`src/rtl/dmac_pkg.sv`:
```
// Shared definitions for the DMA channel FIFO: controller state encoding
// and default geometry.
package dmac_pkg;

  localparam int DEFAULT_DATA_WIDTH = 32;
  localparam int DEFAULT_DEPTH      = 8;

  typedef enum logic [2:0] {
    INIT   = 3'd0,
    NO_OP  = 3'd1,
    WRITE  = 3'd2,
    WR_ERR = 3'd3,
    READ   = 3'd4,
    RD_ERR = 3'd5,
    BOTH   = 3'd6
  } state_t;

endpackage

```
`src/rtl/dmac_fifo_mem.sv`:
```
// FIFO storage: DEPTH x DATA_WIDTH registers with a one-hot per-entry write
// enable and an asynchronous read mux. Contents are deliberately not reset.
module dmac_fifo_mem
  import dmac_pkg::*;
#(
  parameter int DATA_WIDTH = DEFAULT_DATA_WIDTH,
  parameter int DEPTH      = DEFAULT_DEPTH,
  parameter int AW         = $clog2(DEPTH)
) (
  input  logic                  clk,
  input  logic                  wr_en,
  input  logic [AW-1:0]         wr_addr,
  input  logic [DATA_WIDTH-1:0] din,
  input  logic [AW-1:0]         rd_addr,
  output logic [DATA_WIDTH-1:0] rd_data
);

  logic [DATA_WIDTH-1:0] mem [DEPTH];
  logic [DEPTH-1:0]      entry_we;

  always_comb begin
    entry_we          = '0;
    entry_we[wr_addr] = wr_en;
  end

  always_ff @(posedge clk) begin
    for (int i = 0; i < DEPTH; i++) begin
      if (entry_we[i]) begin
        mem[i] <= din;
      end
    end
  end

  assign rd_data = mem[rd_addr];

endmodule

```
`src/rtl/dmac_fifo.sv`:
```
// DMA channel FIFO controller: registered FSM, pointers, count and dout.
// Define DMAC_FIFO_ERR_EN to add sticky wr_err/rd_err outputs.
module dmac_fifo
  import dmac_pkg::*;
#(
  parameter int DATA_WIDTH = DEFAULT_DATA_WIDTH,
  parameter int DEPTH      = DEFAULT_DEPTH
) (
  input  logic                  clk,
  input  logic                  reset_n,
  input  logic                  wr_en,
  input  logic [DATA_WIDTH-1:0] din,
  input  logic                  rd_en,
  output logic [DATA_WIDTH-1:0] dout,
  output logic                  full,
  output logic                  empty,
  output logic                  wr_ack,
  output logic                  rd_ack,
  output logic [$clog2(DEPTH):0] data_count
`ifdef DMAC_FIFO_ERR_EN
  ,
  output logic                  wr_err,
  output logic                  rd_err
`endif
);

  localparam int AW = $clog2(DEPTH);
  localparam int CW = $clog2(DEPTH) + 1;
  localparam logic [CW-1:0] FULL_COUNT = CW'(DEPTH);

  state_t                state_q, state_d;
  logic [AW-1:0]         head_q, tail_q;
  logic [CW-1:0]         count_q;
  logic [DATA_WIDTH-1:0] mem_rdata;
  logic                  wr_ok, rd_ok;

  // Acceptance uses the pre-edge count, so a full FIFO never passes a write through.
  always_comb begin
    wr_ok   = wr_en && (count_q != FULL_COUNT);
    rd_ok   = rd_en && (count_q != '0);
    state_d = NO_OP;
    if (wr_ok && rd_ok)  state_d = BOTH;
    else if (wr_ok)      state_d = WRITE;
    else if (rd_ok)      state_d = READ;
    else if (wr_en)      state_d = WR_ERR;
    else if (rd_en)      state_d = RD_ERR;
  end

  always_ff @(posedge clk or negedge reset_n) begin
    if (!reset_n) begin
      state_q <= INIT;
      head_q  <= '0;
      tail_q  <= '0;
      count_q <= '0;
      dout    <= '0;
    end else begin
      state_q <= state_d;
      if (wr_ok) head_q <= head_q + AW'(1);
      if (rd_ok) begin
        tail_q <= tail_q + AW'(1);
        dout   <= mem_rdata;
      end
      case ({wr_ok, rd_ok})
        2'b10:   count_q <= count_q + CW'(1);
        2'b01:   count_q <= count_q - CW'(1);
        default: count_q <= count_q;
      endcase
    end
  end

  assign full       = (count_q == FULL_COUNT);
  assign empty      = (count_q == '0);
  assign data_count = count_q;
  assign wr_ack     = (state_q == WRITE) || (state_q == BOTH);
  assign rd_ack     = (state_q == READ)  || (state_q == BOTH);

`ifdef DMAC_FIFO_ERR_EN
  always_ff @(posedge clk or negedge reset_n) begin
    if (!reset_n) begin
      wr_err <= 1'b0;
      rd_err <= 1'b0;
    end else begin
      if (wr_en && !wr_ok) wr_err <= 1'b1;
      if (rd_en && !rd_ok) rd_err <= 1'b1;
    end
  end
`endif

  dmac_fifo_mem #(
    .DATA_WIDTH (DATA_WIDTH),
    .DEPTH      (DEPTH),
    .AW         (AW)
  ) u_mem (
    .clk     (clk),
    .wr_en   (wr_ok),
    .wr_addr (head_q),
    .din     (din),
    .rd_addr (tail_q),
    .rd_data (mem_rdata)
  );

endmodule
```
`config.mk`:
```
export PLATFORM = sky130hd
export DESIGN_NAME = dmac_fifo
export DESIGN_NICKNAME = d
export VERILOG_FILES = /design/src/rtl/dmac_pkg.sv /design/src/rtl/dmac_fifo_mem.sv /design/src/rtl/dmac_fifo.sv
export SDC_FILE = /design/constraint.sdc
export NUM_CORES = 1
export LEC_CHECK = 0
export CAP_MARGIN = 20
export CORE_UTILIZATION = 40
export CTS_CLUSTER_SIZE = 12
export DETAILED_ROUTE_END_ITERATION = 7
export GPL_ROUTABILITY_DRIVEN = 0
export GPL_TIMING_DRIVEN = 0
export SETUP_SLACK_MARGIN = 0.02
export SLEW_MARGIN = 15
export SYNTH_ARGS = -nofsm -noshare
export SYNTH_HDL_FRONTEND = slang
export SYNTH_SLANG_ARGS = --single-unit
```
`constraint.sdc`:
```
create_clock -name clk -period 13.19 [get_ports clk]
set_input_delay 2.638 -clock clk [delete_from_list [all_inputs] [get_ports clk]]
set_output_delay 2.638 -clock clk [all_outputs]
set_load 0.1 [all_outputs]
```
======== After elaboration in Yosys (flattened, before gate mapping) ========
Memory sizes are Yosys's and may differ from the RTL's. A register that Yosys moved wholly into a read port is not among the register bits.
Index checks and enable logic that the tools add are counted.
word-level totals
  bits in registers ....................... 13
  memory bits (writable) .................. 256
  bits of input ports ..................... 36
  output and inout port bits .............. 40
  logic and storage cells ................. 81
  memories kept ........................... 1
memory list
  name       depth  width  rd ports  clocked after memory_dff  write ports  line                 text
  u_mem.mem  8      32     1         1                         1            dmac_fifo_mem.sv:18  logic [DATA_WIDTH-1:0] mem [DEPTH];
operators by class
  add/subtract/negate cells ............... 4
  magnitude comparators ................... 2
  eq/ne operators ......................... 7
  muxes and demuxes ....................... 45
  bitwise gates (word level) .............. 1
  reductions and logical operators ........ 17
operators with widths
  kind                                                  number
  2-to-1 mux 32 bit                                     7
  OR reduction 32 bit                                   7
  2-to-1 mux 3 bit                                      12
  2-to-1 mux 1 bit                                      24
  bitwise AND 8 bit                                     1
  case mux 4 bit (2 select lines)                       1
  adder 3 x 1 -> 3 bit (second input constant)          2
  == test 3 bit (second input constant)                 2
  adder 4 x 1 -> 4 bit (second input constant)          1
  == test 4 bit (second input constant)                 1
  logical AND 1 bit                                     4
  logical NOT 4 bit                                     1
  < comparator 3 x 4 -> 1 bit (second input constant)   1
  inequality test 4 bit (second input constant)         1
  nonzero test 4 bit                                    1
  subtractor 4 x 1 -> 4 bit (second input constant)     1
  demux 1 bit (select 3 bit)                            1
  == test 3 x 2 -> 1 bit (second input constant)        1
  >= comparator 3 x 1 -> 1 bit (second input constant)  1
  == test 2 x 1 -> 1 bit (second input constant)        1
  == test 2 bit (second input constant)                 1
  logical OR 1 bit                                      2
  nonzero test 2 bit                                    1
  logical NOT 1 bit                                     1

======== Logic depth before layout (Yosys ltp) ========
Gate-level depths: netlist of the first run.
  depth after elaboration ................. 15
  mapped depth ............................ 12
  gate-level depth less buffers ........... 10

======== Cells and area by module ========
A second synthesis of the first run with hierarchy kept.
second synthesis, totals
  cell total of the unflattened synthesis .. 576
  area, all modules ....................... 11730.0 µm²
modules (own cells, without submodules)
  module         instances  cells an instance  area an instance (µm²)  seq. area each (µm²)
  dmac_fifo_mem  1          383                9825.7                  7687.4
  dmac_fifo      1          193                1904.3                  1126.1

======== Worst setup path after synthesis of the first run ========
No wires, ideal clock.
  path kind ............................... input-to-reg
  start point ............................. input wr_en
  end point ............................... memory u_mem.mem[0][0] in the netlist's numbering (enable)
  library setup time ...................... 0.501 ns
  arrival ................................. 5.791 ns
  data required time ...................... 12.689 ns
  slack ................................... 6.897 ns
  cell stages on the path ................. 2
  path buffers ............................ 0
  cells stage by stage .................... nand2b_4 nor4_1
on the way
  elaborated cells on any way between the ends .. 39
  classes of those cells .................. mux: 30; bitwise: 1; reduce/logical: 8
RTL lines
  item                                     line                 text
  start: declaration                       dmac_fifo.sv:11      input logic wr_en,
  logical AND 1 bit                        dmac_fifo.sv:39      wr_ok = wr_en && (count_q != FULL_COUNT);
  bitwise AND 8 bit (no line)              --
  named net u_mem.entry_we[0]              dmac_fifo_mem.sv:19  logic [DEPTH-1:0] entry_we;
  2-to-1 mux 1 bit                         dmac_fifo_mem.sv:28  if (entry_we[i]) begin
  2-to-1 mux 1 bit (not written as such)   dmac_fifo_mem.sv:29  mem[i] <= din;
  2-to-1 mux 1 bit (no line) (7 in a row)  --
  end: declaration                         dmac_fifo_mem.sv:18
The timed path passes the listed nets, and every way through them passes these cells.

======== Worst setup path after layout of the first run ========
  start point ............................. register count_q[1], in the netlist data_count[1]
  end point ............................... output empty
on the way
  word-level cells in the longest chain between the ends .. 1
RTL lines
  item                      line             text
  start: declaration        dmac_fifo.sv:33  logic [CW-1:0] count_q;
  start signal: assignment  dmac_fifo.sv:64  2'b10: count_q <= count_q + CW'(1);
  start signal: assignment  dmac_fifo.sv:65  2'b01: count_q <= count_q - CW'(1);
  start signal: assignment  dmac_fifo.sv:66  default: count_q <= count_q;
  logical NOT 4 bit         dmac_fifo.sv:72  assign empty = (count_q == '0);
  end: declaration          dmac_fifo.sv:16  output logic empty,
Every way passes these cells.

==> flow_summary_export.csv, run 1 <==
group,metric,value,unit
run_status,outcome,"complete, no violations",
power_and_ir_drop,irDropWorstVdd,0.121,mV
timing,worst_pin_slew,0.980,ns
timing,fin_setup_tns,0,ns
worst_setup_path,start_kind,"flip-flop",
cells_and_area,area_growth,22.0,%
cells_and_area,mostFrequentLayoutCells,"edfxtp_1 (256), clkdlybuf4s50_1 (74), mux2_2 (66)",
timing,fin_worst_skew,0.0172,ns
floorplan,rows,62,
route,ant_nets,0,
min_path,hold_path.class,"flip-flop to flip-flop",
route,viasPerCell,5.23,
clock_tree,cts_buffers,31,
clock_tree,cts_post_setup_buffers_inserted,0,
power_and_ir_drop,p_per_area,248,nW/µm²
route,drc,0,
synth,yosysTopAreaCell,"edfxtp_1",
grt,overflow,0,
min_path,hold_depth,2,
synth,postSynthCellCount,652,
grt,grtUsageTotal,0.179,
power_and_ir_drop,seqPwrFrac,0.371,
worst_setup_path,cp-end-kind,"output port",
place,port_buffers,75,
timing,maxSlewHeadroom,0.345,
power_and_ir_drop,clock_power_share,0.225,
floorplan,die_y,173,µm
clock_tree,clock_sinks,301,
route,dr_total_vias,6275,
cells_and_area,final_common_cell,"edfxtp_1",
worst_setup_path,critPathKind,"flip-flop to output port",
synth,synth_top_area_frac,0.660,
timing,fmax,192,MHz
synth,syn_avg_cell_area,17.9,µm²
timing,hold_slack,0.481,ns
timing,finalMaxSlewViolations,0,
synth,yosysWarnings,0,
power_and_ir_drop,power_frac_comb,0.404,
timing,finalCriticalPeriod,5.20,ns
clock_tree,cts-hold-fix-buffers,0,
clock_tree,htreeDepth,1,
synth,ys_seq_area_frac,0.756,
synth,synth-edff-count,256,
cells_and_area,fin_area,14200,µm²
power_and_ir_drop,internal_power,2.15,mW
worst_setup_path,crit_arrival,2.56,ns
clock_tree,insertion_delay,0.56,ns
power_and_ir_drop,p_sw_frac,0.391,
cells_and_area,fin_nets,832,
route,routed_wl,26500,µm
power_and_ir_drop,power_switching,1.38,mW
floorplan,io_pins,76,
cells_and_area,nFillCells,2358,
timing,setup_viol,0,
clock_tree,cts_resized,0,
flow_run,cap_violations,0,
timing,min_period_over_period,0.394,
clock_tree,cts-root-buf,"clkbuf_16",
worst_setup_path,ff2ff_path_depth,8,
clock_tree,path_clk_slew,0.06,ns
synth,async_flop_share,0.150,
route,drtIter0Drc,409,
power_and_ir_drop,finalPower,3.53,mW
grt,grt_pass1_wl,40100,µm
grt,grt_pass1_vias,6650,
cells_and_area,drive_above_1_share,0.213,
floorplan,start_util,0.406,
synth,synthTopCellsByArea,"edfxtp_1 (66%), dfrtp_1 (9.7%), mux2_2 (6.4%)",
clock_tree,cts_tree,"built",
place,place_hpwl,17800,µm
route,wl_per_cell,22.1,µm
route,first_pass_iters,4,
cells_and_area,fin_util,0.495,
synth,synth_flop_cell,"edfxtp_1",
floorplan,dieArea,29800,µm²
timing,final_hold_viol_count,0,
synth,synth_nets,695,
floorplan,die_w,173,µm
synth,synth_cell_types,39,
power_and_ir_drop,p_leak,4.99,nW
grt,grt_antenna_before_repair,2,
timing,rsz0062_at_grt,"no",
clock_tree,clockBufferDepth,3,
synth,synthesis.area,11700,µm²
worst_setup_path,cp_max_fo,7,
grt,grt_start_max_net_pins,46,
worst_setup_path,cp_data_required_time,10.55,ns
floorplan,coreArea,28700,µm²
place,postPlaceCellArea,13300,µm²
synth,ys_seq_elements,301,
## worst max-delay path: stages (launching register included)
cell	delay (ns)
dfrtp_1	0.39
buf_6	0.14
nor4_4	0.30
clkdlybuf4s50_1	1.18
## state kept, by name, summed over array words and instances (netlist names)
name	flops
tail_q	3
u_mem.mem	256
dout	32
head_q	3
data_count	4
state_q	3
## cells by family (layout without fill, tap and decap cells)
kind of cell	Yosys count	count (layout)	synth area share
AO/OA/AOI/OAI	101	101	0.0621
XOR/XNOR	9	9	0.00676
adder cells (fa/ha/maj)	7	7	0.00752
buffers and inverters	38	199	0.0215
flip-flops	301	301	0.756
multiplexers	130	130	0.119
other	0	2	0
AND/OR/NAND/NOR	66	66	0.0272
## area by class of cell
cell class                      count  area, µm²  area share
Antenna cell                        2       5.00    0.000352
Buffer                             36        243      0.0171
Timing Repair Buffer              104       1100      0.0777
Tap cell                          384        480      0.0338
Inverter                            2       7.51    0.000528
Clock buffer                       50        857      0.0603
Multi-Input combinational cell    313       2640       0.186
Clock inverter                      7       66.3     0.00466
Sequential cell                   301       8810       0.620
## worst paths after layout
path                       slack [ns]           from               end
setup / recovery                 7.99  data_count[1]             empty
max in group asynchronous       10.52        reset_n           dout[7]
min in group asynchronous        2.15        reset_n          dout[20]
hold / removal                   0.48       dout[21]          dout[21]
hold reg to reg                  0.48       dout[21]          dout[21]
setup reg to reg                10.59  data_count[0]  u_mem.mem[4][10]
## metal layers
layer,part of all wire,vias up,global-route usage,wire (µm)
li1,-,2853,-,-
met1,0.42,3224,0.226,11000
met2,0.52,163,0.317,13700
met3,0.044,35,0.0255,1160
met4,0.022,0,0.0549,586
met5,0,-,0,0
## power by group through the flow
stage / clock network, mW / logic, mW / registers (mW)
after floorplan: 0 / 0.595 / 1.72
after global placement: 0 / 1.36 / 1.33
after detailed placement: 0 / 1.44 / 1.33
after CTS: 0.810 / 1.44 / 1.31
after global routing: 0.844 / 1.51 / 1.33
final: 0.794 / 1.43 / 1.31
## stage by stage
stage | setup slack, ns | std cells
after floorplan | 6.90 | 652
after global placement | 3.21 | 1111
after detailed placement | 8.25 | 1140
after CTS | 7.95 | 1197
after global routing | 7.88 | 1199
final | 7.99 | 1199
## cell usage after synthesis (2+ instances only)
master	count
xor2_1	3
mux2_2	66
a221o_1	9
edfxtp_1	256
ha_1	7
buf_2	9
nor2b_1	3
nand2b_1	5
nor2_1	4
mux2i_1	64
buf_4	6
o21ai_2	2
dfrtp_1	45
o221ai_1	23
o21ai_1	21
nand2_1	41
o22ai_1	9
nor3_1	6
clkbuf_2	2
buf_6	8
xnor2_1	6
clkbuf_1	10
o21ai_0	9
a22oi_1	23
Note: power is estimated with default switching activity, not from simulation.
==> run 2: changes to the inputs <==
==> constraint.sdc (replaced) <==
create_clock -name clk -period 5 [get_ports clk]
set_input_delay 1 -clock clk [delete_from_list [all_inputs] [get_ports clk]]
set_output_delay 1 -clock clk [all_outputs]
set_load 0.1 [all_outputs]
==> run 2 against run 1 <==
Register-to-register slack got worse by 8.4 ns. Sequential power rose to 2.6 times the previous value. Die area did not move. Combinational power grew to 2.6 times the previous value. Clock skew decreased by 0.0029 ns. Worst hold slack worse by 0.00079 ns. First-iteration DRC count is 20% higher. Setup slack got worse by 6.6 ns. Largest cell class unchanged. Largest power group unchanged. Highest routed layer unchanged.
==> flow_summary_export.csv, run 2 (same netlist as run 1, synthesis figures left out) <==
group,metric,value,unit
route,first_pass_iters,5,
route,viasPerCell,5.25,
worst_setup_path,crit_chain,"buf_6, nor3_1, and2_1, clkdlybuf4s50_1",
place,dp_cells,1133,
route,wl_per_cell,22.0,µm
timing,fin_worst_skew,0.0143,ns
cells_and_area,regMostFlops,"u_mem.mem",
cells_and_area,area_growth,21.0,%
timing,maxSlewHeadroom,0.349,
power_and_ir_drop,irDropWorstVdd,0.416,mV
cells_and_area,largest_reg_flops,256,
cells_and_area,final_common_cell,"edfxtp_1",
clock_tree,htreeDepth,1,
worst_setup_path,ff2ff_path_depth,8,
cells_and_area,drive_above_1_share,0.210,
worst_setup_path,cp-end-kind,"output port",
floorplan,dieArea,29800,µm²
floorplan,io_pins,76,
min_path,hold-path-endpoint,"dout[3]",
min_path,hold_path.class,"flip-flop to flip-flop",
timing,fin_ws,1.44,ns
grt,overflow,0,
min_path,hold_depth,2,
clock_tree,insertion_delay,0.55,ns
power_and_ir_drop,p_leak,4.94,nW
clock_tree,clock_sinks,301,
clock_tree,cts_buffers,31,
route,drc,0,
flow_run,cap_violations,0,
worst_setup_path,slowest_delay,1.13,ns
timing,min_period_over_period,0.712,
cells_and_area,diodes,0,
floorplan,start_util,0.406,
timing,finalCriticalPeriod,3.56,ns
clock_tree,cts_tree,"built",
cells_and_area,fin_nets,825,
timing,hold_slack,0.480,ns
worst_setup_path,start_kind,"flip-flop",
floorplan,coreArea,28700,µm²
clock_tree,clockBufferDepth,3,
worst_setup_path,crit_arrival,2.56,ns
grt,grt_pass1_wl,39100,µm
worst_setup_path,r2r_slack,2.23,ns
place,dp_slack,1.56,ns
power_and_ir_drop,p_per_area,659,nW/µm²
clock_tree,cts-root-buf,"clkbuf_16",
grt,grt_start_max_net_pins,46,
clock_tree,path_clk_slew,0.06,ns
floorplan,die_y,173,µm
worst_setup_path,critPathKind,"flip-flop to output port",
cells_and_area,stdcell_count,1190,
route,routed_wl,26200,µm
run_status,outcome,"complete, no violations",
route,drtIter0Drc,490,
power_and_ir_drop,finalPower,9.29,mW
worst_setup_path,cp_data_required_time,4.00,ns
place,place_hpwl,17100,µm
timing,setup_viol,0,
route,dr_total_vias,6251,
grt,grtUsageTotal,0.176,
worst_setup_path,slowest_stage,"clkdlybuf4s50_1",
clock_tree,cts-hold-fix-buffers,0,
worst_setup_path,r2r_end,"u_mem.mem[4][16]",
grt,grt_pass1_vias,6434,
place,port_buffers,75,
timing,fmax,281,MHz
clock_tree,cts_post_setup_buffers_inserted,0,
route,ant_nets,0,
floorplan,rows,62,
timing,rsz0062_at_grt,"no",
timing,final_hold_viol_count,0,
worst_setup_path,cp_max_fo,7,
cells_and_area,mostFrequentLayoutCells,"edfxtp_1 (256), clkdlybuf4s50_1 (74), mux2_2 (66)",
min_path,hp-start,"dout[3]",
worst_setup_path,timing.rr.start,"data_count[0]",
timing,finalMaxSlewViolations,0,
floorplan,die_w,173,µm
timing,worst_pin_slew,0.973,ns
grt,grt_antenna_before_repair,0,
clock_tree,cts_resized,0,
-- run 2: changes by cell type in the layout (fill, tap and decap cells not counted), moves of 2 or more --
cell,before,now
buf_4,25,22
buf_6,13,11
clkinv_2,3,6
buf_16,6,1
buf_12,0,2
clkbuf_1,28,25
clkbuf_8,1,3
diode_2,2,0
-- run 2: metal layers --
metal / share of wire / GRT usage / up-vias
li1: - / - / 2834
met5: 0 / 0 / -
met4: 0.026 / 0.0560 / 0
met3: 0.048 / 0.0259 / 45
met2: 0.49 / 0.304 / 179
met1: 0.43 / 0.228 / 3193
-- run 2: report_power, final --
| part | switching, mW | internal (mW) |
|---|---|---|
| combinational | 2.52 | 1.19 |
| sequential | 0.231 | 3.23 |
| clock | 0.880 | 1.24 |
-- run 2: worst max-delay path: cells and delay by family (launching register included) --
kind	cells	cell delay (ns)
buf+inv	2	1.27
flops	1	0.39
simple gates	2	0.35
-- run 2: how the worst max path moves through the flow --
stage,start,slack [ns],to,cells after the start
after floorplan,data_count[1],0.06,u_mem.mem[4][0],7
after global placement,wr_en,-2.03,u_mem.mem[4][5],5
after detailed placement,wr_en,1.56,u_mem.mem[4][14],7
after CTS,data_count[1],1.41,empty,3
after global routing,data_count[1],1.35,full,4
final,data_count[1],1.44,full,4
-- run 2: cell type report --
cell class                 instances  area, µm²
sequential                       301       8810
fill                            2358      14600
tap                              384        480
multi-input combinational        313       2650
timing repair buffer              97        977
clock buffer                      49        873
clock inverter                     8       63.8
inverter                           2       7.51
buffer                            36        243
-- run 2: through the flow --
stage	area (µm²)	TNS (ns)	utilization
after floorplan	11700	0	-
after global placement	12900	-262.94	0.449
after detailed placement	13200	0	0.459
after CTS	14100	0	0.491
after global routing	14100	0	0.491
final	14100	0	0.491
==> run 3: changes to the inputs <==
==> constraint.sdc (replaced) <==
create_clock -name clk -period 3.69 [get_ports clk]
set_input_delay 0.738 -clock clk [delete_from_list [all_inputs] [get_ports clk]]
set_output_delay 0.738 -clock clk [all_outputs]
set_load 0.1 [all_outputs]
==> run 3 against run 2 <==
First-iteration DRC count shrank 46%. Via count shrank 1.7%. Clock power grew 42%. Critical path type unchanged. Sequential power grew 36%. Sequential share of layout area shrank 0.49 points. Non-clock buffer count shrank 8. Final area grew 0.83%. Worst hold slack lost 0.24 ns. Combinational power grew 36%. Die area is the same.
==> flow_summary_export.csv, run 3 (same netlist as run 1, synthesis figures left out) <==
group,metric,value,unit
run_status,outcome,"complete, no violations",
cells_and_area,fin_util,0.496,
timing,setup_viol,0,
route,ant_nets,0,
flow_run,cap_violations,0,
clock_tree,insertion_delay,0.56,ns
min_path,hold_path.class,"input pin to asynchronous set/reset pin",
worst_setup_path,crit_arrival,2.55,ns
clock_tree,cts_resized,0,
route,wl_per_cell,21.7,µm
worst_setup_path,cp_max_fo,7,
power_and_ir_drop,p_per_area,897,nW/µm²
route,drtIter0Drc,266,
floorplan,coreArea,28700,µm²
route,dr_total_vias,6142,
grt,overflow,0,
grt,grt_pass1_wl,38800,µm
clock_tree,clockBufferDepth,3,
timing,finalMaxSlewViolations,0,
clock_tree,htreeDepth,1,
cells_and_area,drive_above_1_share,0.205,
timing,worst_pin_slew,0.993,ns
power_and_ir_drop,p_leak,4.96,nW
clock_tree,cts_post_setup_buffers_inserted,0,
timing,min_period_over_period,0.891,
cells_and_area,final_common_cell,"edfxtp_1",
route,first_pass_iters,6,
cells_and_area,fin_nets,817,
grt,grt_start_max_net_pins,46,
place,place_hpwl,16800,µm
floorplan,start_util,0.406,
timing,maxSlewHeadroom,0.336,
worst_setup_path,cp-end-kind,"output port",
cells_and_area,area_growth,22.0,%
floorplan,die_w,173,µm
timing,hold_slack,0.241,ns
grt,grt_antenna_before_repair,0,
cells_and_area,diodes,0,
grt,grtUsageTotal,0.173,
route,routed_wl,25600,µm
worst_setup_path,cp_data_required_time,2.95,ns
timing,rsz0062_at_grt,"no",
timing,final_hold_viol_count,0,
worst_setup_path,start_kind,"flip-flop",
clock_tree,cts_buffers,31,
floorplan,rows,62,
floorplan,dieArea,29800,µm²
timing,finalCriticalPeriod,3.29,ns
place,port_buffers,75,
route,viasPerCell,5.20,
cells_and_area,regMostFlops,"u_mem.mem",
power_and_ir_drop,irDropWorstVdd,0.528,mV
floorplan,die_y,173,µm
grt,grt_pass1_vias,6543,
floorplan,io_pins,76,
worst_setup_path,critPathKind,"flip-flop to output port",
timing,fmax,304,MHz
cells_and_area,mostFrequentLayoutCells,"edfxtp_1 (256), clkdlybuf4s50_1 (74), mux2_2 (66)",
clock_tree,clock_sinks,301,
clock_tree,path_clk_slew,0.05,ns
cells_and_area,largest_reg_flops,256,
clock_tree,cts-hold-fix-buffers,0,
timing,fin_worst_skew,0.0105,ns
clock_tree,cts_tree,"built",
clock_tree,cts-root-buf,"clkbuf_16",
route,drc,0,
-- run 3: final cells by class --
| type | instances | area, µm² |
|---|---|---|
| Buffer | 36 | 243 |
| Timing Repair Buffer | 89 | 1010 |
| Multi-Input combinational cell | 313 | 2670 |
| Sequential cell | 301 | 8820 |
| Tap cell | 384 | 480 |
| Inverter | 2 | 7.51 |
| Clock buffer | 51 | 921 |
| Fill cell | 2370 | 14500 |
| Clock inverter | 5 | 72.6 |
-- run 3: worst paths after layout --
path / start / end / slack [ns] / depth (start not counted)
min in group clk: dout[4] / dout[4] / 0.48 / 2
worst max-delay path: data_count[1] / full / 0.40 / 4
max in group asynchronous: reset_n / data_count[0] / 2.96 / 1
worst min-delay path: reset_n / data_count[2] / 0.24 / 1
worst max register to register: data_count[1] / u_mem.mem[4][0] / 0.97 / 9
worst min register to register: dout[4] / dout[4] / 0.48 / 2
-- run 3: per-layer routing --
metal | routed length, µm | global-route usage
met1 | 11000 | 0.220
met2 | 13000 | 0.308
met3 | 1040 | 0.0229
met4 | 596 | 0.0531
met5 | 0 | 0
-- run 3: critical path: stages, from the launching register on --
cell and delay, ns:
dfrtp_1 0.39, buf_6 0.14, nor3_1 0.17, and2_1 0.17, clkdlybuf4s50_1 1.13
-- run 3: report_power, final --
part / internal, mW / total [mW] / switching (mW)
clock network: 1.82 / 3.02 / 1.20
logic: 1.63 / 5.05 / 3.41
registers: 4.38 / 4.70 / 0.323
total: 7.83 / 12.8 / 4.93
-- run 3: through the flow --
stage	worst slack (ns)	power [mW]	instances	setup TNS (ns)	area, µm²
2_1_floorplan	-0.400	8.29	652	-57.41	11700
3_3_place_gp	-1.32	9.63	1111	-222.11	12900
3_5_place_dp	0.380	9.87	1125	0	13200
4_1_cts	0.378	12.9	1181	0	14200
5_1_grt	0.306	13.3	1181	0	14200
6_report	0.401	12.8	1181	0	14200
